===== config.mk =====
export PLATFORM = sky130hd
export DESIGN_NAME = eth_rx_frame_sink
export DESIGN_NICKNAME = d
export VERILOG_FILES = /design/src/rtl/eth_sink_pkg.sv /design/src/rtl/sink_fifo_mem.sv /design/src/rtl/eth_rx_frame_sink.sv
export SDC_FILE = /design/constraint.sdc
export NUM_CORES = 1
export LEC_CHECK = 0
export ABC_AREA = 1
export CAP_MARGIN = 10
export CELL_PAD_IN_SITES_DETAIL_PLACEMENT = 2
export CELL_PAD_IN_SITES_GLOBAL_PLACEMENT = 2
export CORE_AREA = 2 2 241 243
export DETAILED_ROUTE_END_ITERATION = 16
export DIE_AREA = 0 0 243 245
export MAX_ROUTING_LAYER = met4
export PLACE_DENSITY = 0.84
export RECOVER_POWER = 25
export SLEW_MARGIN = 20
export SYNTH_ARGS = -nofsm -noshare
export SYNTH_HDL_FRONTEND = slang
export SYNTH_SLANG_ARGS = --single-unit

===== constraint.sdc =====
create_clock -name clk_hifreq -period 7.65 [get_ports clk_hifreq]
set_clock_uncertainty 0.2 [all_clocks]
set_input_delay 0.765 -clock clk_hifreq [delete_from_list [all_inputs] [get_ports clk_hifreq]]
set_output_delay 0.765 -clock clk_hifreq [all_outputs]
set_load 0.05 [all_outputs]

===== src/rtl/eth_sink_pkg.sv =====
// Shared types and defaults for the frame-aware Ethernet receive sink.
// The ETH_SINK_STATS_EN build option is handled in the top, not here.
package eth_sink_pkg;

   localparam int DATA_W_DFLT = 32;
   localparam int MOD_W_DFLT  = 2;
   localparam int RX_ERR_W    = 6;

   typedef enum logic [1:0] {
      ST_IDLE = 2'd0,
      ST_RECV = 2'd1,
      ST_DROP = 2'd2
   } sink_state_e;

   // Entry layout at the default widths; the top packs the same field order
   // {data, sop, eop, mod} into a flat vector so DATA_W/MOD_W stay generic.
   typedef struct packed {
      logic [DATA_W_DFLT-1:0] data;
      logic                   sop;
      logic                   eop;
      logic [MOD_W_DFLT-1:0]  mod;
   } sink_entry_t;

   function automatic int entry_w(input int data_w, input int mod_w);
      return data_w + mod_w + 2;
   endfunction

endpackage


===== src/rtl/sink_fifo_mem.sv =====
// DEPTH x W entry array for the receive sink: one synchronous write port,
// one combinational read port, no reset (validity is tracked by the pointers).
module sink_fifo_mem #(
   parameter int DEPTH = 16,
   parameter int W     = 36
) (
   input  logic                     clk_hifreq,
   input  logic                     we,
   input  logic [$clog2(DEPTH)-1:0] waddr,
   input  logic [W-1:0]             wdata,
   input  logic [$clog2(DEPTH)-1:0] raddr,
   output logic [W-1:0]             rdata
);

   logic [W-1:0] mem_q [DEPTH];

   always_ff @(posedge clk_hifreq) begin
      if (we) begin
         mem_q[waddr] <= wdata;
      end
   end

   assign rdata = mem_q[raddr];

endmodule


===== src/rtl/eth_rx_frame_sink.sv =====
// Store-and-forward Avalon-ST receive sink: only whole good frames reach the output.
// Define ETH_SINK_STATS_EN to build the frame/err/drop counters and hdr_word register.
//
//   state   | meaning
//   --------+---------------------------------------------------------------
//   ST_IDLE | between frames; a sop beat starts a frame, other beats dropped
//   ST_RECV | frame in progress, beats written speculatively past cm_ptr
//   ST_DROP | frame abandoned (overflow); discard beats until eop
module eth_rx_frame_sink
   import eth_sink_pkg::*;
#(
   parameter int DATA_W = DATA_W_DFLT,
   parameter int MOD_W  = MOD_W_DFLT,
   parameter int DEPTH  = 16,
   parameter int CNT_W  = 16
) (
   input  logic                clk_hifreq,
   input  logic                rst,
   input  logic [DATA_W-1:0]   ff_rx_data,
   input  logic                ff_rx_dval,
   input  logic                ff_rx_sop,
   input  logic                ff_rx_eop,
   input  logic [MOD_W-1:0]    ff_rx_mod,
   input  logic [RX_ERR_W-1:0] rx_err,
   output logic                ff_rx_rdy,
   output logic [DATA_W-1:0]   out_data,
   output logic                out_sop,
   output logic                out_eop,
   output logic [MOD_W-1:0]    out_mod,
   output logic                out_valid,
   input  logic                out_ready,
   output logic [DATA_W-1:0]   hdr_word,
   input  logic                stats_clr,
   output logic [CNT_W-1:0]    frame_cnt,
   output logic [CNT_W-1:0]    err_cnt,
   output logic [CNT_W-1:0]    drop_cnt
);

   localparam int AW = $clog2(DEPTH);
   localparam int PW = AW + 1;
   localparam int EW = entry_w(DATA_W, MOD_W);
   localparam logic [PW-1:0] PTR_DEPTH = PW'(DEPTH);
   localparam logic [PW-1:0] PTR_ONE   = PW'(1);

   sink_state_e   state_q, state_d;
   logic [PW-1:0] wr_ptr_q, wr_ptr_d;
   logic [PW-1:0] cm_ptr_q, cm_ptr_d;
   logic [PW-1:0] rd_ptr_q, rd_ptr_d;
   logic [PW-1:0] wr_fill, cm_fill;
   logic          fifo_full, cm_full;
   logic          beat_acc, out_xfer;
   logic          inc_frame, inc_err, inc_drop;

   logic          mem_we;
   logic [AW-1:0] mem_waddr;
   logic [EW-1:0] mem_wdata, mem_rdata;

   assign wr_fill   = wr_ptr_q - rd_ptr_q;
   assign cm_fill   = cm_ptr_q - rd_ptr_q;
   assign fifo_full = (wr_fill == PTR_DEPTH);
   assign cm_full   = (cm_fill == PTR_DEPTH);

   assign ff_rx_rdy = (state_q != ST_RECV) || !cm_full;
   assign beat_acc  = ff_rx_dval && ff_rx_rdy;
   assign mem_wdata = {ff_rx_data, ff_rx_sop, ff_rx_eop, ff_rx_mod};

   always_comb begin
      state_d   = state_q;
      wr_ptr_d  = wr_ptr_q;
      cm_ptr_d  = cm_ptr_q;
      mem_we    = 1'b0;
      mem_waddr = wr_ptr_q[AW-1:0];
      inc_frame = 1'b0;
      inc_err   = 1'b0;
      inc_drop  = 1'b0;
      case (state_q)
         ST_IDLE, ST_RECV: begin
            if (beat_acc) begin
               if (ff_rx_sop) begin
                  // A new frame always starts at cm_ptr; in RECV this discards the unterminated one.
                  if (state_q == ST_RECV) begin
                     inc_drop = 1'b1;
                  end
                  wr_ptr_d  = cm_ptr_q;
                  mem_waddr = cm_ptr_q[AW-1:0];
                  if (ff_rx_eop && (rx_err != '0)) begin
                     inc_err = 1'b1;
                     state_d = ST_IDLE;
                  end else if (cm_full) begin
                     inc_drop = 1'b1;
                     state_d  = ff_rx_eop ? ST_IDLE : ST_DROP;
                  end else begin
                     mem_we   = 1'b1;
                     wr_ptr_d = cm_ptr_q + PTR_ONE;
                     if (ff_rx_eop) begin
                        cm_ptr_d  = cm_ptr_q + PTR_ONE;
                        inc_frame = 1'b1;
                        state_d   = ST_IDLE;
                     end else begin
                        state_d = ST_RECV;
                     end
                  end
               end else if (state_q == ST_IDLE) begin
                  inc_drop = 1'b1;
               end else if (ff_rx_eop && (rx_err != '0)) begin
                  wr_ptr_d = cm_ptr_q;
                  inc_err  = 1'b1;
                  state_d  = ST_IDLE;
               end else if (fifo_full) begin
                  wr_ptr_d = cm_ptr_q;
                  inc_drop = 1'b1;
                  state_d  = ff_rx_eop ? ST_IDLE : ST_DROP;
               end else begin
                  mem_we   = 1'b1;
                  wr_ptr_d = wr_ptr_q + PTR_ONE;
                  if (ff_rx_eop) begin
                     cm_ptr_d  = wr_ptr_q + PTR_ONE;
                     inc_frame = 1'b1;
                     state_d   = ST_IDLE;
                  end
               end
            end
         end
         ST_DROP: begin
            if (beat_acc && ff_rx_eop) begin
               state_d = ST_IDLE;
            end
         end
         default: begin
            state_d = ST_IDLE;
         end
      endcase
   end

   assign out_valid = (cm_fill != '0);
   assign out_xfer  = out_valid && out_ready;
   assign rd_ptr_d  = out_xfer ? (rd_ptr_q + PTR_ONE) : rd_ptr_q;

   // Gating by out_valid keeps the outputs at 0 whenever nothing committed is readable.
   assign {out_data, out_sop, out_eop, out_mod} = out_valid ? mem_rdata : '0;

   always_ff @(posedge clk_hifreq or negedge rst) begin
      if (!rst) begin
         state_q  <= ST_IDLE;
         wr_ptr_q <= '0;
         cm_ptr_q <= '0;
         rd_ptr_q <= '0;
      end else begin
         state_q  <= state_d;
         wr_ptr_q <= wr_ptr_d;
         cm_ptr_q <= cm_ptr_d;
         rd_ptr_q <= rd_ptr_d;
      end
   end

   sink_fifo_mem #(
      .DEPTH (DEPTH),
      .W     (EW)
   ) u_mem (
      .clk_hifreq (clk_hifreq),
      .we         (mem_we),
      .waddr      (mem_waddr),
      .wdata      (mem_wdata),
      .raddr      (rd_ptr_q[AW-1:0]),
      .rdata      (mem_rdata)
   );

`ifdef ETH_SINK_STATS_EN
   logic [CNT_W-1:0]  frame_cnt_q, frame_cnt_d;
   logic [CNT_W-1:0]  err_cnt_q, err_cnt_d;
   logic [CNT_W-1:0]  drop_cnt_q, drop_cnt_d;
   logic [DATA_W-1:0] hdr_q, hdr_d;
   logic [DATA_W-1:0] first_q, first_d;

   function automatic logic [CNT_W-1:0] sat_inc(input logic [CNT_W-1:0] v, input logic inc);
      if (inc && (v != '1)) begin
         return v + CNT_W'(1);
      end
      return v;
   endfunction

   always_comb begin
      frame_cnt_d = sat_inc(frame_cnt_q, inc_frame);
      err_cnt_d   = sat_inc(err_cnt_q, inc_err);
      drop_cnt_d  = sat_inc(drop_cnt_q, inc_drop);
      if (stats_clr) begin
         frame_cnt_d = '0;
         err_cnt_d   = '0;
         drop_cnt_d  = '0;
      end
      first_d = first_q;
      if (beat_acc && ff_rx_sop && (state_q != ST_DROP)) begin
         first_d = ff_rx_data;
      end
      hdr_d = hdr_q;
      if (inc_frame) begin
         hdr_d = ff_rx_sop ? ff_rx_data : first_q;
      end
   end

   always_ff @(posedge clk_hifreq or negedge rst) begin
      if (!rst) begin
         frame_cnt_q <= '0;
         err_cnt_q   <= '0;
         drop_cnt_q  <= '0;
         hdr_q       <= '0;
         first_q     <= '0;
      end else begin
         frame_cnt_q <= frame_cnt_d;
         err_cnt_q   <= err_cnt_d;
         drop_cnt_q  <= drop_cnt_d;
         hdr_q       <= hdr_d;
         first_q     <= first_d;
      end
   end

   assign frame_cnt = frame_cnt_q;
   assign err_cnt   = err_cnt_q;
   assign drop_cnt  = drop_cnt_q;
   assign hdr_word  = hdr_q;
`else
   logic stats_unused;
   assign stats_unused = ^{stats_clr, inc_frame, inc_err, inc_drop};

   assign frame_cnt = '0;
   assign err_cnt   = '0;
   assign drop_cnt  = '0;
   assign hdr_word  = '0;
`endif

endmodule


==> metrics.txt <==
WP data arrival=between 5000 and 6000 ps; fmax=0.151 GHz; footprint of the multi-input gates=6280 um^2; HPWL after DPL=48100 um; num rows=between 80 and 90; met3 Usage GRT=under 10%; Worst Setup Start Kind=flip-flop; All-Layer GR Usage=a little under a third; clk buf depth=3; critical path type=flip-flop to primary output; failing checks=capacitance limit, slew limit; crit-path cells=buf_4 -> buf_4 -> nand2_1 -> nand2_1 -> a21oi_1 -> o21ai_0 -> o21ai_1 -> a211oi_1 -> clkdlybuf4s50_1; Max-Cap Viols=1; post-route antenna net violation count=0; final hold slack=386 ps; Die Width=243 um; largest net degree at the start of global routing=~170; Syn. warnings=0; Inst Count DP=between 2k and 3k; DR WL/cell=31.1 um; share of flip-flops with an asynchronous set or reset=roughly 2.9%; Reg area=roughly 18000 um^2; DR iter-0 viols=1696; setup TNS=0 ps; Tightest Pin Transition=roughly 1800 ps; status=finished, violations left; Period minus WS final=roughly 6600 ps; Final Routed Wirelength=89200 um; die area=roughly 60000 um^2; primary flip-flop cell chosen by synthesis mapping=edfxtp_1; CP Max Fanout=80; synth top area cells=edfxtp_1 (70%), nand2_1 (7.8%), a21oi_1 (5.1%); PortBufs=between 80 and 90; DR vias=around 17k; Sink Count=about 600; first-pass GRT wire length=between 100000 and 150000 um; Clk Latency, worst-skew pair=about 630 ps; H-tree Lvls=2; Cell variety after synth=36; grt met1 use=36.2%; Top Usage Layer GRT=met2; vias in the first global route=18.9k; Final Instance Count excl. Fillers=2867; DRT Pass-1 Iters=7; DRC viols=0; setup bufs post-CTS=0; total CTS buffers=61; Tcrit/Tclk final=86.6%; Worst IR Drop VDD=0.000434 V; Area growth syn-to-layout=13.9%; CP peak stage delay=roughly 940 ps; PD cells=429 nW/um^2; number of flops mapped to enable cells by yosys=around 580; share of cells above drive strength 1=between 8 and 9%; Ports=~170; unrepaired setup endpoints after global routing=false; post-synth top area cell=edfxtp_1; Hold Crit Class=flip-flop to flip-flop; Synth top area share=69.6%; max-slew violation total from the final report=37; fin util=approximately 50%; final layout net count=between 2k and 2.5k; commonest cells after routing, fill and taps aside=edfxtp_1 (576), nand2_1 (515), a21oi_1 (251); Yosys reg bits=between 500 and 600; nature of the critical path endpoint=primary output; clk slew on worst S/H paths=around 70 ps; leak pwr=between 9 and 10 nW; Post-Syn Area=about 25000 um^2; GR Util met2=roughly 52%; Synth Instances=around 2.0k; Setup violations, final=0; initial antenna violation count=6; Slowest-stage cell, CP=clkdlybuf4s50_1; CTS resizes=0; final-layout fill cell count=approximately 5.5k; TritonCTS clock tree=yes; routability cong.=approximately 0.79; Core Area=around 57000 um^2; die height=245 um; cts hold-fix bufs=0; GR Overflow Total=0; Final Hold Fails=0; share of the yosys chip area belonging to registers=a little under three quarters; DR vias/cell=between 6 and 7; Avg Inst Size Synth=12.5 um^2; Root Buffer Master=clkbuf_16; total power=12.2 mW; CP Data Required Time=6680 ps; Slew headroom=-21.3%; leading cell type in the layout, fill and taps excluded=edfxtp_1; initial core utilization=between 40% and 50%
final cells by class:
type / instances / share of cell area [%]
well taps: 765 / 3.38
inverters: 41 / 0.588
repair buffers: 124 / 4.60
clock inverters: 32 / 0.928
flip-flops and latches: 593 / 62.6
multi-input cells: 1231 / 22.2
diodes: 4 / 0.0353
clock buffers: 77 / 5.68
where the power goes:
part	leakage (nW)	internal, mW	switching (mW)
registers	5.39	3.70	0.188
clock network	0.894	1.58	1.34
logic	3.47	1.45	3.89
cells in the mapped netlist (2+ instances only):
| cell type | count |
|---|---|
| a21oi_1 | 251 |
| buf_1 | 4 |
| buf_2 | 55 |
| nand2_2 | 9 |
| nand4_1 | 9 |
| clkinv_1 | 2 |
| inv_1 | 32 |
| nor2_2 | 2 |
| dfrtp_1 | 17 |
| clkbuf_1 | 60 |
| nand2_1 | 516 |
| edfxtp_1 | 576 |
| nor3_1 | 3 |
| xor2_1 | 9 |
| nand3_1 | 24 |
| ha_1 | 11 |
| xnor2_1 | 2 |
| a32o_1 | 49 |
| buf_4 | 81 |
| inv_2 | 7 |
| o21ai_1 | 30 |
| o21ai_0 | 80 |
| nor2_1 | 30 |
| a211oi_1 | 36 |
| a22oi_1 | 72 |
| nand3_2 | 6 |
| nand2_4 | 3 |
| nand3_4 | 2 |
final timing paths:
kind | startpoint | endpoint | slack (ps) | cells past startpoint
min in group asynchronous | rst | rd_ptr_q[0] | 480 | 1
max | rd_ptr_q[0] | out_data[0] | 1020 | 9
max reg2reg | rd_ptr_q[2] | u_mem.mem_q[14][11] | 2090 | 15
min | state_q[0] | state_q[0] | 390 | 2
max in group asynchronous | rst | rd_ptr_q[1] | 6060 | 1
min reg2reg | state_q[0] | state_q[0] | 390 | 2
worst max-delay path: cells and delay by family, from the launching register on:
kind / cells / cell delay [ps]
buf+inv: 3 / 2680
compound gates: 4 / 1120
flops: 1 / 850
simple gates: 2 / 280
stage by stage:
step / worst slack, ps / cell area, um^2
after floorplan: 3030 / 25200
after global placement: 2040 / 26200
after detailed placement: 1820 / 26300
after CTS: 1090 / 28200
after global routing: 731 / 28300
final: 1020 / 28300
metal layers:
metal	vias to the layer above	wire length, um
met5	-	0
met4	0	3370
met3	213	5000
met2	732	46100
met1	9072	34800
li1	7241	-
registers in the layout (all words and copies together) (netlist names):
signal,flops
cm_ptr_q,5
rd_ptr_q,5
state_q,2
u_mem.mem_q,576
wr_ptr_q,5
kinds of logic after synthesis:
group	count (synthesis)	synth area share [%]
AO/OA/AOI/OAI	520	12.6
XOR/XNOR	11	0.388
adder cells (fa/ha/maj)	11	0.554
buffers and inverters	241	5.14
flip-flops	593	71.3
other	1	0.0151
AND/OR/NAND/NOR	609	10.0
No activity file was read; power rests on OpenSTA's default activity.
